### src/rtl/nes_pkg.sv
// Shared NES-core types and register addresses.
// The OAM DMA trigger register address lives here so the CPU register-file decode and the DMA agree on it.
package nes_pkg;

    typedef enum logic [2:0] {
        IDLE,
        HALT,
        ALIGN,
        READ,
        WRITE
    } oam_dma_state_t;

    localparam logic [15:0] OAMDMA_REG = 16'h4014;

endpackage

### src/rtl/oam_dma.sv
// Sprite DMA: on a $4014 write, halt the CPU and copy page $XX00-$XXFF into OAM through its auto-increment port.
// Stall is 513 or 514 CPU cycles depending on halt-cycle parity; all sequencing advances only on cpu_ce.
module oam_dma
    import nes_pkg::*;
#(
    parameter int OAM_LEN = 256
) (
    input  logic        clk,
    input  logic        rst_n,
    input  logic        cpu_ce,
    input  logic        dma_wr,
    input  logic [7:0]  dma_page,
    input  logic        cpu_rw,
    input  logic [7:0]  bus_data_i,
    output logic        cpu_rdy,
    output logic        bus_own,
    output logic [15:0] bus_addr,
    output logic        bus_rd,
    output logic [7:0]  oam_data,
    output logic        oam_wr,
    output logic        busy
);

    localparam logic [7:0] LAST_IDX = 8'(OAM_LEN - 1);

    oam_dma_state_t state;
    oam_dma_state_t state_nxt;

    logic       parity;
    logic [7:0] page;
    logic [7:0] idx;
    logic [7:0] latch;

    logic       page_ld;
    logic       idx_inc;
    logic       latch_ld;

    always_ff @(posedge clk or negedge rst_n) begin
        if (!rst_n) begin
            state <= IDLE;
        end else begin
            state <= state_nxt;
        end
    end

    always_comb begin
        state_nxt = state;
        page_ld   = 1'b0;
        idx_inc   = 1'b0;
        latch_ld  = 1'b0;
        bus_own   = 1'b0;
        bus_rd    = 1'b0;
        bus_addr  = 16'h0000;
        oam_wr    = 1'b0;
        oam_data  = 8'h00;

        case (state)
            IDLE: begin
                // Acceptance does not wait for cpu_ce; a coincident cpu_ce only toggles parity.
                if (dma_wr) begin
                    page_ld   = 1'b1;
                    state_nxt = HALT;
                end
            end
            HALT: begin
                // The 6502 only stops on a read cycle; halt-cycle parity decides whether an align cycle is needed.
                if (cpu_ce && cpu_rw) begin
                    state_nxt = parity ? READ : ALIGN;
                end
            end
            ALIGN: begin
                if (cpu_ce) begin
                    state_nxt = READ;
                end
            end
            READ: begin
                bus_own  = 1'b1;
                bus_rd   = 1'b1;
                bus_addr = {page, idx};
                if (cpu_ce) begin
                    latch_ld  = 1'b1;
                    state_nxt = WRITE;
                end
            end
            WRITE: begin
                oam_wr   = cpu_ce;
                oam_data = latch;
                if (cpu_ce) begin
                    idx_inc   = 1'b1;
                    state_nxt = (idx == LAST_IDX) ? IDLE : READ;
                end
            end
            default: begin
                state_nxt = IDLE;
            end
        endcase
    end

    assign cpu_rdy = (state == IDLE);
    assign busy    = (state != IDLE);

    always_ff @(posedge clk or negedge rst_n) begin
        if (!rst_n) begin
            parity <= 1'b0;
            page   <= 8'h00;
            idx    <= 8'h00;
            latch  <= 8'h00;
        end else begin
            parity <= parity ^ cpu_ce;
            if (page_ld) begin
                page <= dma_page;
                idx  <= 8'h00;
            end else if (idx_inc) begin
                idx <= idx + 8'h01;
            end
            if (latch_ld) begin
                latch <= bus_data_i;
            end
        end
    end

endmodule
### config.mk
export PLATFORM = sky130hd
export DESIGN_NAME = oam_dma
export DESIGN_NICKNAME = d
export VERILOG_FILES = /design/src/rtl/nes_pkg.sv /design/src/rtl/oam_dma.sv
export SDC_FILE = /design/constraint.sdc
export NUM_CORES = 1
export LEC_CHECK = 0
export CORE_ASPECT_RATIO = 0.7
export CORE_MARGIN = 8
export CORE_UTILIZATION = 32
export CTS_CLUSTER_DIAMETER = 40
export DETAILED_ROUTE_END_ITERATION = 6
export GPL_ROUTABILITY_DRIVEN = 0
export PLACE_DENSITY = 0.59
export SYNTH_ARGS = -nofsm -noshare
export SYNTH_HDL_FRONTEND = slang
export SYNTH_SLANG_ARGS = --single-unit
export TNS_END_PERCENT = 10
### constraint.sdc
create_clock -name clk -period 5.4 [get_ports clk]
set_clock_uncertainty 0.15 [all_clocks]
set_input_delay 1.62 -clock clk [delete_from_list [all_inputs] [get_ports clk]]
set_output_delay 1.62 -clock clk [all_outputs]
set_load 0.02 [all_outputs]
==> reports/results.ini <==
[status]
status=complete, no violations

[logic_synthesis]
ys_seq_area_share_pct=48.8
yosysTopAreaCell=dfrtp_1
synth.most_common_cell=dfrtp_1
synth_nets=155
syn_area_per_cell_um2=10.8
synthArstFlopShare_pct=100
synth_top_area_share_pct=48.8
ys.warnings.count=0
synth.distinct_cells=33
ys_ff_latch=28
syn-cell-area_um2=1440
ys.flop_type=dfrtp_1
postSynthCellCount=133
netlist_top_cells_area=dfrtp_1 (49%), mux2_2 (11%), and2_1 (7.0%)
synth_common_cells=dfrtp_1 (28), and2_1 (16), mux2_2 (14), nor2_1 (9), and3_1 (8)
synth-edff-count=0

[pwr]
power.density_nw_per_um2=424
power_mw=0.859
p_leak_nw=0.853
irDropWorstVdd_mv=0.166

[grt]
grt_max_degree=20
grt_usage_pct=10.0
grt_pass1_vias=1142
overflow=0
antenna_found_initial=0
grt_first_pass_wirelength_mm=5.57

[setup_path]
critPathBufInv=3
slowest_delay_ns=0.64
crit_type=in -> out
cp.required_ns=3.63
cpLargestDelayFamily=buffers and inverters
path_cells=clkdlybuf4s50_1 > nand3_1 > inv_1 > clkdlybuf4s50_1
ff2ff_setup_slack_ns=3.20
crit_path_start_kind=input pin
timing.critical_path.mode_cell=clkdlybuf4s50_1
r2r-end=page[1]
crit_path_max_fanout=7
worstReg2RegStart=state[1]
crit_slowest_cell=clkdlybuf4s50_1
endpoint_kind=primary output
r2r.worst_path.cells=3
arrival_ns=3.28

[drt]
firstDrtPassIters=4
drt-wirelength-per-cell_um=14.5
drc=0
via_per_inst=4.69
ant_nets=0
drt_iter0_drc=21
vias=1103
routed_wl_mm=3.42

[layout]
ff_latch_area_um2=701
fin_area_um2=2030
antenna_cells=0
nets=203
fillCellCount=421
area_delta_synth_final_pct=41.2
multiInputGateArea_um2=658
drive_above_1_share_pct=13.3

[floorplan]
start_util_pct=33.2
rows=20
die_x_um=96.0
pin_count=50
die_h_um=72.0
core_area_um2=4330
die_area_um2=6920

[cts]
cts_tree=done
clkTransAtPathRegs_ns=0.10
post_cts_buffers=0
ctsHtreeMaxLevel=1
root_buffer=clkbuf_8
cts_resized=0
cts_max_path_buffers=2
postCtsHoldBufs=0
clk-insertion-delay-late_ns=0.28
cts_sinks=28
numCtsBuffers=3

[timing]
timing.final.hold_violations=0
post-route-period-util_pct=93.5
period_needed_ns=5.05
worst_pin_slew_ns=0.823
slew_headroom_pct=45.0
rsz0062_at_grt=no
finalMaxSlewViolations=0
setup_tns_ns=0
max_clock_freq_mhz=198
setup_violations=0
setup_ws_ns=0.350

[hold_path]
hold_start=parity
hold_end=parity
hp-class=reg -> reg
hold-path-cell-count=1

[placement]
placed_area_um2=1960
dp_hpwl_mm=2.72
pre_cts_slack_ns=0.348
portBuffers=49

[flow_run]
cap_viol_max_count=0

-- metrics by stage --
step / util (%) / cells / hold slack (ns)
4_1_cts: 46.8 / 235 / 0.331
6_report: 46.8 / 235 / 0.335
5_1_grt: 46.8 / 235 / 0.372
3_5_place_dp: 45.2 / 231 / 0.309
2_1_floorplan: - / 133 / 0.283
3_3_place_gp: 45.2 / 231 / 0.311
-- kinds of logic (layout without fill, tap and decap cells) --
kind of cell	after synthesis	in the layout	synth area share [%]
simple gates	55	55	22.4
flops	28	28	48.8
mux	17	17	13.8
buf+inv	14	61	5.32
compound gates	11	11	4.53
xor+xnor	7	7	4.27
fa+ha+maj	1	1	0.872
-- worst reg2reg max path, cell delays in order, from the launching register on --
cell     delay, ns
dfrtp_1       0.46
or2_1         0.36
nor3b_4       0.71
mux2_2        0.42
-- power by group --
group	internal, mW	switching, mW	leakage, nW
clock network	0.0994	0.0681	0.0357
logic	0.183	0.158	0.468
registers	0.291	0.0594	0.349
-- registers in the layout (all words and copies together) (netlist names) --
register,flops
idx,8
latch,8
page,8
parity,1
state,3
-- area by class of cell --
class / instances / share of cell area (%)
Timing Repair Buffer: 51 / 24.9
Inverter: 6 / 1.11
Multi-Input combinational cell: 91 / 32.5
Clock buffer: 3 / 2.04
Tap cell: 55 / 3.40
Clock inverter: 1 / 1.48
Sequential cell: 28 / 34.6
-- cell usage in the layout, fill, tap and decap left out --
master           netlist  final
xnor2_1                4      4
nand2b_1               1      1
a21oi_1                4      4
nand4_1                2      2
bufinv_16              0      1
dfrtp_1               28     28
clkdlybuf4s50_1        0     49
nor3b_1                2      2
nand2_1                5      5
or2_1                  1      1
mux2i_1                1      1
a211oi_1               1      1
and2_1                16     16
nor3_1                 1      1
and3_1                 8      8
nand3_1                3      3
and2b_2                1      1
clkbuf_8               0      3
nor2_1                 9      9
nor3b_4                1      1
ha_1                   1      1
o21a_1                 1      1
buf_4                  1      2
xor2_1                 3      3
o31ai_1                1      1
mux2_2                14     14
o22ai_1                2      2
mux2_4                 2      2
o21ai_0                2      2
nor4_1                 3      3
or3_1                  2      2
inv_1                  6      6
-- per-layer routing --
metal	track usage, %	vias up	routed length, µm
met3	2.68	5	123
met4	3.23	0	42
met1	12.1	536	1520
met5	0	-	0
met2	16.8	18	1730
li1	-	544	-
-- worst max path at each step --
stage	start	to	slack [ns]	cells after the start
floorplan	cpu_ce	oam_wr	1.49	3
global placement	cpu_ce	oam_wr	0.35	4
detailed placement	cpu_ce	oam_wr	0.35	4
CTS	cpu_ce	oam_wr	0.34	4
global route	cpu_ce	oam_wr	0.24	4
finish	cpu_ce	oam_wr	0.35	4
(Power assumes the default switching activity.)
